`config.mk`:
```
export PLATFORM = sky130hd
export DESIGN_NAME = case_op_arbiter
export DESIGN_NICKNAME = d
export VERILOG_FILES = /design/src/rtl/case_op_arbiter_pkg.sv /design/src/rtl/case_op_arbiter_rr_arbiter.sv /design/src/rtl/case_op_arbiter.sv
export SDC_FILE = /design/constraint.sdc
export NUM_CORES = 1
export LEC_CHECK = 0
export CORE_MARGIN = 10
export CORE_UTILIZATION = 41
export DETAILED_ROUTE_END_ITERATION = 6
export PLACE_DENSITY = 0.78
export REMOVE_ABC_BUFFERS = 1
export SYNTH_ARGS = -nofsm -noshare
export SYNTH_HDL_FRONTEND = slang
export SYNTH_SLANG_ARGS = --single-unit
```
`constraint.sdc`:
```
create_clock -name clk -period 3 [get_ports clk]
set_input_delay 0.45 -clock clk [delete_from_list [all_inputs] [get_ports clk]]
set_output_delay 0.45 -clock clk [all_outputs]
set_load 0.005 [all_outputs]
```
`src/rtl/case_op_arbiter_pkg.sv`:
```
// Shared definitions for the case_op_arbiter slice: unit op codes,
// sequencer states and the request-to-response latency.
package case_op_arbiter_pkg;

  localparam logic [1:0] OP_INC  = 2'b00;
  localparam logic [1:0] OP_PASS = 2'b01;
  localparam logic [1:0] OP_DEC  = 2'b10;
  localparam logic [1:0] OP_HOLD = 2'b11;

  typedef enum logic [1:0] {
    ST_IDLE  = 2'd0,
    ST_ISSUE = 2'd1,
    ST_WAIT  = 2'd2,
    ST_RESP  = 2'd3
  } state_e;

  // Cycles from the accept cycle to the first cycle with rsp_valid high.
  localparam int RSP_LATENCY = 3;

endpackage

```
`src/rtl/case_op_arbiter_rr_arbiter.sv`:
```
// Combinational round-robin grant: picks the first asserted request at or
// after ptr_i, wrapping modulo NREQ. The pointer itself lives in the parent.
module rr_arbiter #(
  parameter int NREQ = 4,
  parameter int IDW  = $clog2(NREQ)
) (
  input  logic [NREQ-1:0] req_i,
  input  logic [IDW-1:0]  ptr_i,
  output logic [NREQ-1:0] grant_o,
  output logic [IDW-1:0]  idx_o,
  output logic            any_o
);

  logic           found;
  int             pos;
  logic [IDW-1:0] pos_w;

  // Scan the requests in priority order starting from the pointer.
  always_comb begin
    grant_o = '0;
    idx_o   = '0;
    any_o   = |req_i;
    found   = 1'b0;
    pos     = 0;
    pos_w   = '0;
    for (int k = 0; k < NREQ; k++) begin
      pos = int'(ptr_i) + k;
      if (pos >= NREQ) pos = pos - NREQ;
      pos_w = IDW'(pos);
      if (!found && req_i[pos_w]) begin
        found          = 1'b1;
        grant_o[pos_w] = 1'b1;
        idx_o          = pos_w;
      end
    end
  end

endmodule

```
`src/rtl/case_op_arbiter.sv`:
```
// Round-robin sequencer that shares one registered inc/pass/dec unit among
// NREQ requesters. One transaction is in flight at a time:
// IDLE (accept) -> ISSUE (drive unit) -> WAIT (capture) -> RESP (handshake).
module case_op_arbiter
  import case_op_arbiter_pkg::*;
#(
  parameter int NREQ  = 4,
  parameter int WIDTH = 8,
  parameter int IDW   = $clog2(NREQ)
) (
  input  logic                  clk,
  input  logic                  RST,
  input  logic [NREQ-1:0]       req_valid,
  output logic [NREQ-1:0]       req_ready,
  input  logic [2*NREQ-1:0]     req_op,
  input  logic [WIDTH*NREQ-1:0] req_data,
  output logic                  rsp_valid,
  input  logic                  rsp_ready,
  output logic [IDW-1:0]        rsp_id,
  output logic [WIDTH-1:0]      rsp_data,
  output logic [1:0]            unit_select,
  output logic [WIDTH-1:0]      unit_number,
  input  logic [WIDTH-1:0]      unit_result
);

  state_e           state_q, state_d;
  logic [IDW-1:0]   ptr_q, ptr_d;
  logic [IDW-1:0]   id_q, id_d;
  logic [1:0]       sel_q, sel_d;
  logic [WIDTH-1:0] num_q, num_d;
  logic             rsp_valid_q, rsp_valid_d;
  logic [IDW-1:0]   rsp_id_q, rsp_id_d;
  logic [WIDTH-1:0] rsp_data_q, rsp_data_d;

  logic [NREQ-1:0]  grant;
  logic [IDW-1:0]   gidx;
  logic             any_req;

  logic [1:0]       op_arr   [NREQ];
  logic [WIDTH-1:0] data_arr [NREQ];

  for (genvar i = 0; i < NREQ; i++) begin : g_unpack
    assign op_arr[i]   = req_op[2*i +: 2];
    assign data_arr[i] = req_data[WIDTH*i +: WIDTH];
  end

  rr_arbiter #(
    .NREQ (NREQ),
    .IDW  (IDW)
  ) u_rr (
    .req_i   (req_valid),
    .ptr_i   (ptr_q),
    .grant_o (grant),
    .idx_o   (gidx),
    .any_o   (any_req)
  );

  // Accept strobe only in IDLE; masked while reset is asserted so the port
  // shows its reset value even if requests are pending.
  assign req_ready = (state_q == ST_IDLE && !RST) ? grant : '0;

  // Next-state logic. sel_q/num_q double as the latched op and operand:
  // they are loaded at accept, so the unit sees them only during ISSUE,
  // and sel falls back to HOLD in every other state.
  always_comb begin
    state_d     = state_q;
    ptr_d       = ptr_q;
    id_d        = id_q;
    sel_d       = OP_HOLD;
    num_d       = num_q;
    rsp_valid_d = rsp_valid_q;
    rsp_id_d    = rsp_id_q;
    rsp_data_d  = rsp_data_q;
    case (state_q)
      ST_IDLE: begin
        if (any_req) begin
          state_d = ST_ISSUE;
          ptr_d   = (gidx == IDW'(NREQ - 1)) ? '0 : gidx + 1'b1;
          id_d    = gidx;
          sel_d   = op_arr[gidx];
          num_d   = data_arr[gidx];
        end
      end
      ST_ISSUE: state_d = ST_WAIT;
      ST_WAIT: begin
        state_d     = ST_RESP;
        rsp_valid_d = 1'b1;
        rsp_id_d    = id_q;
        rsp_data_d  = unit_result;
      end
      ST_RESP: begin
        if (rsp_ready) begin
          state_d     = ST_IDLE;
          rsp_valid_d = 1'b0;
        end
      end
      default: state_d = ST_IDLE;
    endcase
  end

  // State and output registers; reset discards any in-flight transaction.
  always_ff @(posedge clk or posedge RST) begin
    if (RST) begin
      state_q     <= ST_IDLE;
      ptr_q       <= '0;
      id_q        <= '0;
      sel_q       <= OP_HOLD;
      num_q       <= '0;
      rsp_valid_q <= 1'b0;
      rsp_id_q    <= '0;
      rsp_data_q  <= '0;
    end else begin
      state_q     <= state_d;
      ptr_q       <= ptr_d;
      id_q        <= id_d;
      sel_q       <= sel_d;
      num_q       <= num_d;
      rsp_valid_q <= rsp_valid_d;
      rsp_id_q    <= rsp_id_d;
      rsp_data_q  <= rsp_data_d;
    end
  end

  assign unit_select = sel_q;
  assign unit_number = num_q;
  assign rsp_valid   = rsp_valid_q;
  assign rsp_id      = rsp_id_q;
  assign rsp_data    = rsp_data_q;

endmodule

```
==> flow_summary.toml, run 1 <==
[global_routing]
grt_max_degree = 28
grt_pass1_wl_mm = 9.45
grt_remaining_overflow = 0
antenna_found_initial = 0
grt.total_usage_pct = 13.0
grt_pass1_vias = 1989

[power_and_ir_drop]
powerDensity_nw_per_um2 = 1030
p_comb_share_pct = 74.2
power_frac_seq_pct = 19.5
ir_worst_vdd_v = 0.000552
p_switching_uw = 1370
power.internal_uw = 1940
p_sw_share_pct = 41.5
p_clk_share_pct = 6.3
leakagePower_uw = 0.00141

[cts]
cts_buffers = 3
clk_latency_ns = 0.28
ctsRootBufferMaster = "clkbuf_8"
clk_pin_slew_ns = 0.09
h-tree-depth = 1
tritoncts = "built"
cts_buffer_depth = 2
clock_sinks = 27

[die]
initial_core_util_pct = 42.6
die_area_um2 = 8670
core_area_um2 = 5140
die_w_um = 93.1
die_y_um = 93.1
num_rows = 26
ios = 80

[timing]
fin_skew_ns = 0.00679
setup_violations = 0
slew_viol_final = 0
hold_violations = 0
setup_slack_ns = 0.152
slew_headroom_pct = 54.3
fmax_mhz = 351
finalCritPeriodShare_pct = 94.9
period_needed_ns = 2.85
grt_setup_unrepaired = "no"
worst_pin_slew_ns = 0.685

[route]
drt_iter0_drc = 45
first_pass_iters = 5
wire_per_inst_um = 16.2
vias = 1956
remaining_drc_errors = 0
drt_wl_total_mm = 5.90
vias_per_cell = 5.36
ant_nets = 0

[layout]
drive_gt1_share_pct = 25.1
post-route-util_pct = 62.4
stdcell_area_um2 = 3210
n_antenna_cell = 0
layout.nets = 362
area_growth_syn_to_layout_pct = 46.3

[place]
hpwl_mm = 4.71
place_ws_ns = -0.0523
placed_area_um2 = 3110
place.gp.congestion = 0.818
io_buffers = 79

[setup_path]
arrival_ns = 2.40
crit_path_max_incr_delay_ns = 0.50
reg2reg_depth = 10
path_class = "in2out"
crit_required_ns = 2.55
critPathMaxFanout = 6
startpoint_type = "input port"
slowest_stage = "mux4_2"
worstPathCellList = "clkdlybuf4s50_1 -> buf_6 -> mux4_2 -> nand2b_4 -> nor3_4 -> buf_4 -> a221oi_2 -> nor2_1 -> dlygate4sd2_1"
crit_path_end_kind = "output port"

[worst_hold_path]
hold_path_class = "reg2reg"
hold_depth = 2

[synthesis]
ys_ff_latch = 27
syn_area_um2 = 2190
ys_types = 43
synthFlopType = "dfrtp_1"
synthCells = 207
syn_avg_cell_area_um2 = 10.6
synth_warnings = 0
seq_area_frac_synth_pct = 30.9
synth_edf_count = 0
async_flop_share_pct = 100

[status]
status = "complete, no violations"

[flow_run]
max_cap_violations = 0
metrics by stage:
step | hold WS, ns | setup TNS (ns) | cells | power (uW)
3_3_place_gp | 0.462 | 0 | 360 | 3000
6_report | 0.490 | 0 | 365 | 3310
3_5_place_dp | 0.474 | -0.118 | 360 | 3060
4_1_cts | 0.494 | 0 | 364 | 3280
5_1_grt | 0.512 | 0 | 365 | 3580
2_1_floorplan | 0.441 | -5.30 | 191 | 2150
power by group through the flow:
stage | logic (uW) | clock network, uW | registers (uW)
2_1_floorplan | 1430 | 0 | 721
3_3_place_gp | 2350 | 0 | 647
3_5_place_dp | 2400 | 0 | 655
4_1_cts | 2420 | 214 | 649
5_1_grt | 2680 | 230 | 667
6_report | 2460 | 209 | 646
worst paths after layout:
check                                            from  slack, ns                    endpoint
hold / removal             unit_number[2]$_DFFE_PP0P_       0.49  unit_number[2]$_DFFE_PP0P_
setup / recovery                         req_valid[0]       0.15                req_ready[0]
setup reg to reg                 ptr_q[0]$_DFFE_PP0P_       0.41  unit_number[5]$_DFFE_PP0P_
max in group asynchronous                         RST       2.12    unit_select[0]$_DFF_PP1_
hold reg to reg            unit_number[2]$_DFFE_PP0P_       0.49  unit_number[2]$_DFFE_PP0P_
min in group asynchronous                         RST       0.58     rsp_data[6]$_DFFE_PP0P_
synthesized netlist by cell type, drive strengths merged (6+ instances only):
cell	n	area, um^2
inv	9	33.8
o21ai	6	30.0
a22o	8	77.6
mux2	12	135
ha	11	138
nand2	28	105
a221oi	12	111
mux2i	26	277
o221ai	8	120
buf	12	97.6
nor2	12	61.3
dfrtp	25	626
metal layers:
metal | part of all wire, % | up-vias | GRT usage [%] | routed length [um]
met2 | 50 | 61 | 22.8 | 2950
met4 | 0.80 | 0 | 3.08 | 47
li1 | - | 945 | - | -
met1 | 42 | 945 | 15.2 | 2480
met3 | 7.1 | 5 | 3.84 | 420
met5 | 0 | - | 0 | 0
layout by cell type (no fill, tap or decap), drive strengths merged, types with 2 or more instances in the layout:
cell type,synthesis,final
dlymetal6s2s,0,2
mux4,3,3
o21ai,6,6
or2,3,3
a22oi,4,4
o22ai,2,2
a21oi,4,4
a221oi,12,12
dfstp,2,2
and2,2,2
ha,11,11
mux2i,26,26
mux2,12,12
nor2,12,12
clkdlybuf4s50,0,75
dfrtp,25,25
nand2b,2,2
dlygate4sd2,0,2
buf,12,21
o221ai,8,8
nor2b,3,3
nand2,28,28
inv,9,9
clkbuf,4,3
a22o,8,8
final cells by class:
cell class | instances | area (um^2)
Sequential cell | 27 | 678
Inverter | 9 | 33.8
Timing Repair Buffer | 100 | 958
Multi-Input combinational cell | 155 | 1400
Tap cell | 70 | 87.6
Clock inverter | 1 | 5.00
Fill cell | 477 | 1930
Clock buffer | 3 | 41.3
cell families after synthesis:
kind of cell / after synthesis / synth area share [%]
buffers and inverters: 25 / 6.73
adders and majority gates: 11 / 6.28
muxes: 41 / 21.9
DFF: 27 / 30.9
AOI/OAI and AO/OA: 51 / 21.9
and+or+nand+nor: 52 / 12.3
worst max-delay path, delay by kind of cell:
family / cells / cell delay, ns
simple gates: 3 / 0.22
buf+inv: 4 / 1.04
mux: 1 / 0.50
compound gates: 1 / 0.20
repair_timing:
action                                  4_1_cts  5_1_grt
gates resized for setup                       4        8
pin swaps                                     0        1
endpoints found under the setup margin        4        3
gates cloned                                  0        0
setup buffers                                 0        1
hold buffers                                  0        0
hold endpoints to repair                      0        0
state kept, by name, summed over array words and instances, names as in the netlist:
name and cells:
state_q 2, unit_select 2, rsp_id 2, unit_number 8, rsp_valid 1, rsp_data 8
ptr_q 2, id_q 2
(Power assumes the default switching activity.)
==> inputs of run 2 (changes only) <==
- CELL_PAD_IN_SITES_DETAIL_PLACEMENT: not set -> 1
- CELL_PAD_IN_SITES_GLOBAL_PLACEMENT: not set -> 2
- CORE_UTILIZATION: 41 -> 24
- CTS_CLUSTER_SIZE: not set -> 28
- PLACE_DENSITY: 0.78 -> not set
- PLACE_DENSITY_LB_ADDON: not set -> 0.1
==> run 2 against run 1 <==
Combinational power up 6%. Cell count grew 12%. Critical path type unchanged. Die area increased by 54%. Worst setup slack lost 0.022 ns. Largest cell class unchanged. Sequential share of layout area shrank 0.53 points. Via count fell by 0.87%. Maximum frequency fell by 0.75%. Cell area rose by 2.6%. Critical path depth stayed put. Clock-buffer cell count grew 1. Total power rose by 5.0%. Global-route usage shrank 2.3 points.
==> flow_summary.toml, run 2 (synthesis results as in run 1) <==
[die]
die_area_um2 = 13400
die_w_um = 116
initial_core_util_pct = 24.9
ios = 80
core_area_um2 = 8810
num_rows = 34
die_y_um = 116

[timing]
finalCritPeriodShare_pct = 95.7
fin_skew_ns = 0.00568
worst_pin_slew_ns = 0.656
tns_ns = 0
setup_violations = 0
slew_headroom_pct = 56.3
hold_violations = 0
grt_setup_unrepaired = "no"
period_needed_ns = 2.87
slew_viol_final = 0
fmax_mhz = 348

[layout]
multi_input_area_um2 = 1410
layout.nets = 366
post-route-util_pct = 37.4
n_fill_cell = 985
drive_gt1_share_pct = 25.8
final_cell_mix = "clkdlybuf4s50_1, nand2_1, dfrtp_1"
n_antenna_cell = 0
area_growth_syn_to_layout_pct = 50.1
mostFrequentLayoutCell = "clkdlybuf4s50_1"
stdcell_area_um2 = 3290
regArea_um2 = 678

[place]
io_buffers = 79
place.gp.congestion = 0.705
hpwl_mm = 5.55
placed_area_um2 = 3200

[power_and_ir_drop]
p_clk_share_pct = 6.2
ir_worst_vdd_v = 0.000324
p_switching_uw = 1450
power.internal_uw = 2030
leakagePower_uw = 0.00141
power_frac_seq_pct = 18.7
p_comb_share_pct = 75.0
p_sw_share_pct = 41.7
powerDensity_nw_per_um2 = 1060
report.power.total_uw = 3480

[setup_path]
critPathMaxFanout = 5
startpoint_type = "input port"
worstPathCellList = "clkdlybuf4s50_1 -> mux4_2 -> nor2b_1 -> buf_4 -> a22oi_1 -> nor2_1 -> a221oi_2 -> nor2_1 -> dlygate4sd2_1"
arrival_ns = 2.42
crit_path_max_incr_delay_ns = 0.49
cp_common_cell = "nor2_1"
path_buf_inv = 3
crit_family = "buffers and inverters"
path_class = "in2out"
crit_path_end_kind = "output port"
crit_required_ns = 2.55
slowest_stage = "mux4_2"

[route]
ant_nets = 0
first_pass_iters = 4
wire_per_inst_um = 17.4
drt_wl_total_mm = 7.09
vias_per_cell = 4.76
drt_iter0_drc = 48
remaining_drc_errors = 0
vias = 1939

[global_routing]
grt.total_usage_pct = 10.7
grt_remaining_overflow = 0
antenna_found_initial = 0
grt_pass1_wl_mm = 11.4
grt_pass1_vias = 2127
grt_max_degree = 28

[cts]
cts_hold_buf = 0
h-tree-depth = 1
cts_buffer_depth = 2
clk_latency_ns = 0.28
ctsRootBufferMaster = "clkbuf_8"
clk_pin_slew_ns = 0.10
clock_sinks = 27
cts_buffers = 3
tritoncts = "built"

[status]
status = "complete, no violations"

[flow_run]
max_cap_violations = 0

[worst_hold_path]
hold_path_class = "reg2reg"
==> run 2: per-stage QoR <==
| stage | setup WS [ns] | hold WS (ns) | std cells |
|---|---|---|---|
| 3_3_place_gp | -0.0345 | 0.466 | 402 |
| 6_report | 0.130 | 0.482 | 407 |
| 5_1_grt | 0.0109 | 0.522 | 407 |
| 4_1_cts | 0.104 | 0.487 | 407 |
| 3_5_place_dp | -0.0905 | 0.463 | 402 |
| 2_1_floorplan | -0.442 | 0.441 | 191 |
==> run 2: routing by layer <==
| metal | global-route usage (%) | up-vias | routed length, um |
|---|---|---|---|
| li1 | - | 950 | - |
| met1 | 13.3 | 939 | 3170 |
| met2 | 17.3 | 46 | 3350 |
| met3 | 3.46 | 4 | 511 |
| met4 | 2.79 | 0 | 55 |
| met5 | 0 | - | 0 |
==> run 2: timing repair <==
item | 4_1_cts | 5_1_grt
endpoints found under the setup margin | 4 | 4
gates resized for setup | 7 | 5
buffers inserted | 1 | 0
==> run 2: path summary, 6_finish.rpt <==
kind / slack [ns] / from / cells past startpoint / endpoint
worst min-delay path: 0.48 / id_q[1]$_DFFE_PP0P_ / 2 / id_q[1]$_DFFE_PP0P_
worst min register to register: 0.48 / id_q[1]$_DFFE_PP0P_ / 2 / id_q[1]$_DFFE_PP0P_
max in group asynchronous: 2.13 / RST / 3 / unit_select[0]$_DFF_PP1_
worst max register to register: 0.37 / ptr_q[1]$_DFFE_PP0P_ / 9 / unit_number[1]$_DFFE_PP0P_
worst max-delay path: 0.13 / req_valid[1] / 9 / req_ready[0]
min in group asynchronous: 0.57 / RST / 3 / id_q[1]$_DFFE_PP0P_
==> run 2: final cells by class <==
| cell class | instances | share of cell area [%] |
|---|---|---|
| timing repair buffer | 104 | 30.1 |
| sequential | 27 | 20.6 |
| inverter | 9 | 1.03 |
| tap | 108 | 4.11 |
| clock buffer | 4 | 1.37 |
| multi-input combinational | 155 | 42.8 |
==> run 2: power by group through the flow <==
stage                     Clock, uW  Sequential (uW)  Combinational (uW)
final                           217              651                2610
after floorplan                   0              721                1430
after CTS                       227              653                2620
after global placement            0              657                2570
after detailed placement          0              662                2560
after global routing            245              678                2890
==> run 2: worst register-to-register path: stages, from the launching register on <==
cell and delay [ns]:
dfrtp_1 0.36, inv_1 0.10, ha_4 0.33, mux4_2 0.32, buf_4 0.19, nor3_4 0.27, buf_4 0.18, a21o_4 0.16
or2_1 0.43, o221ai_2 0.17
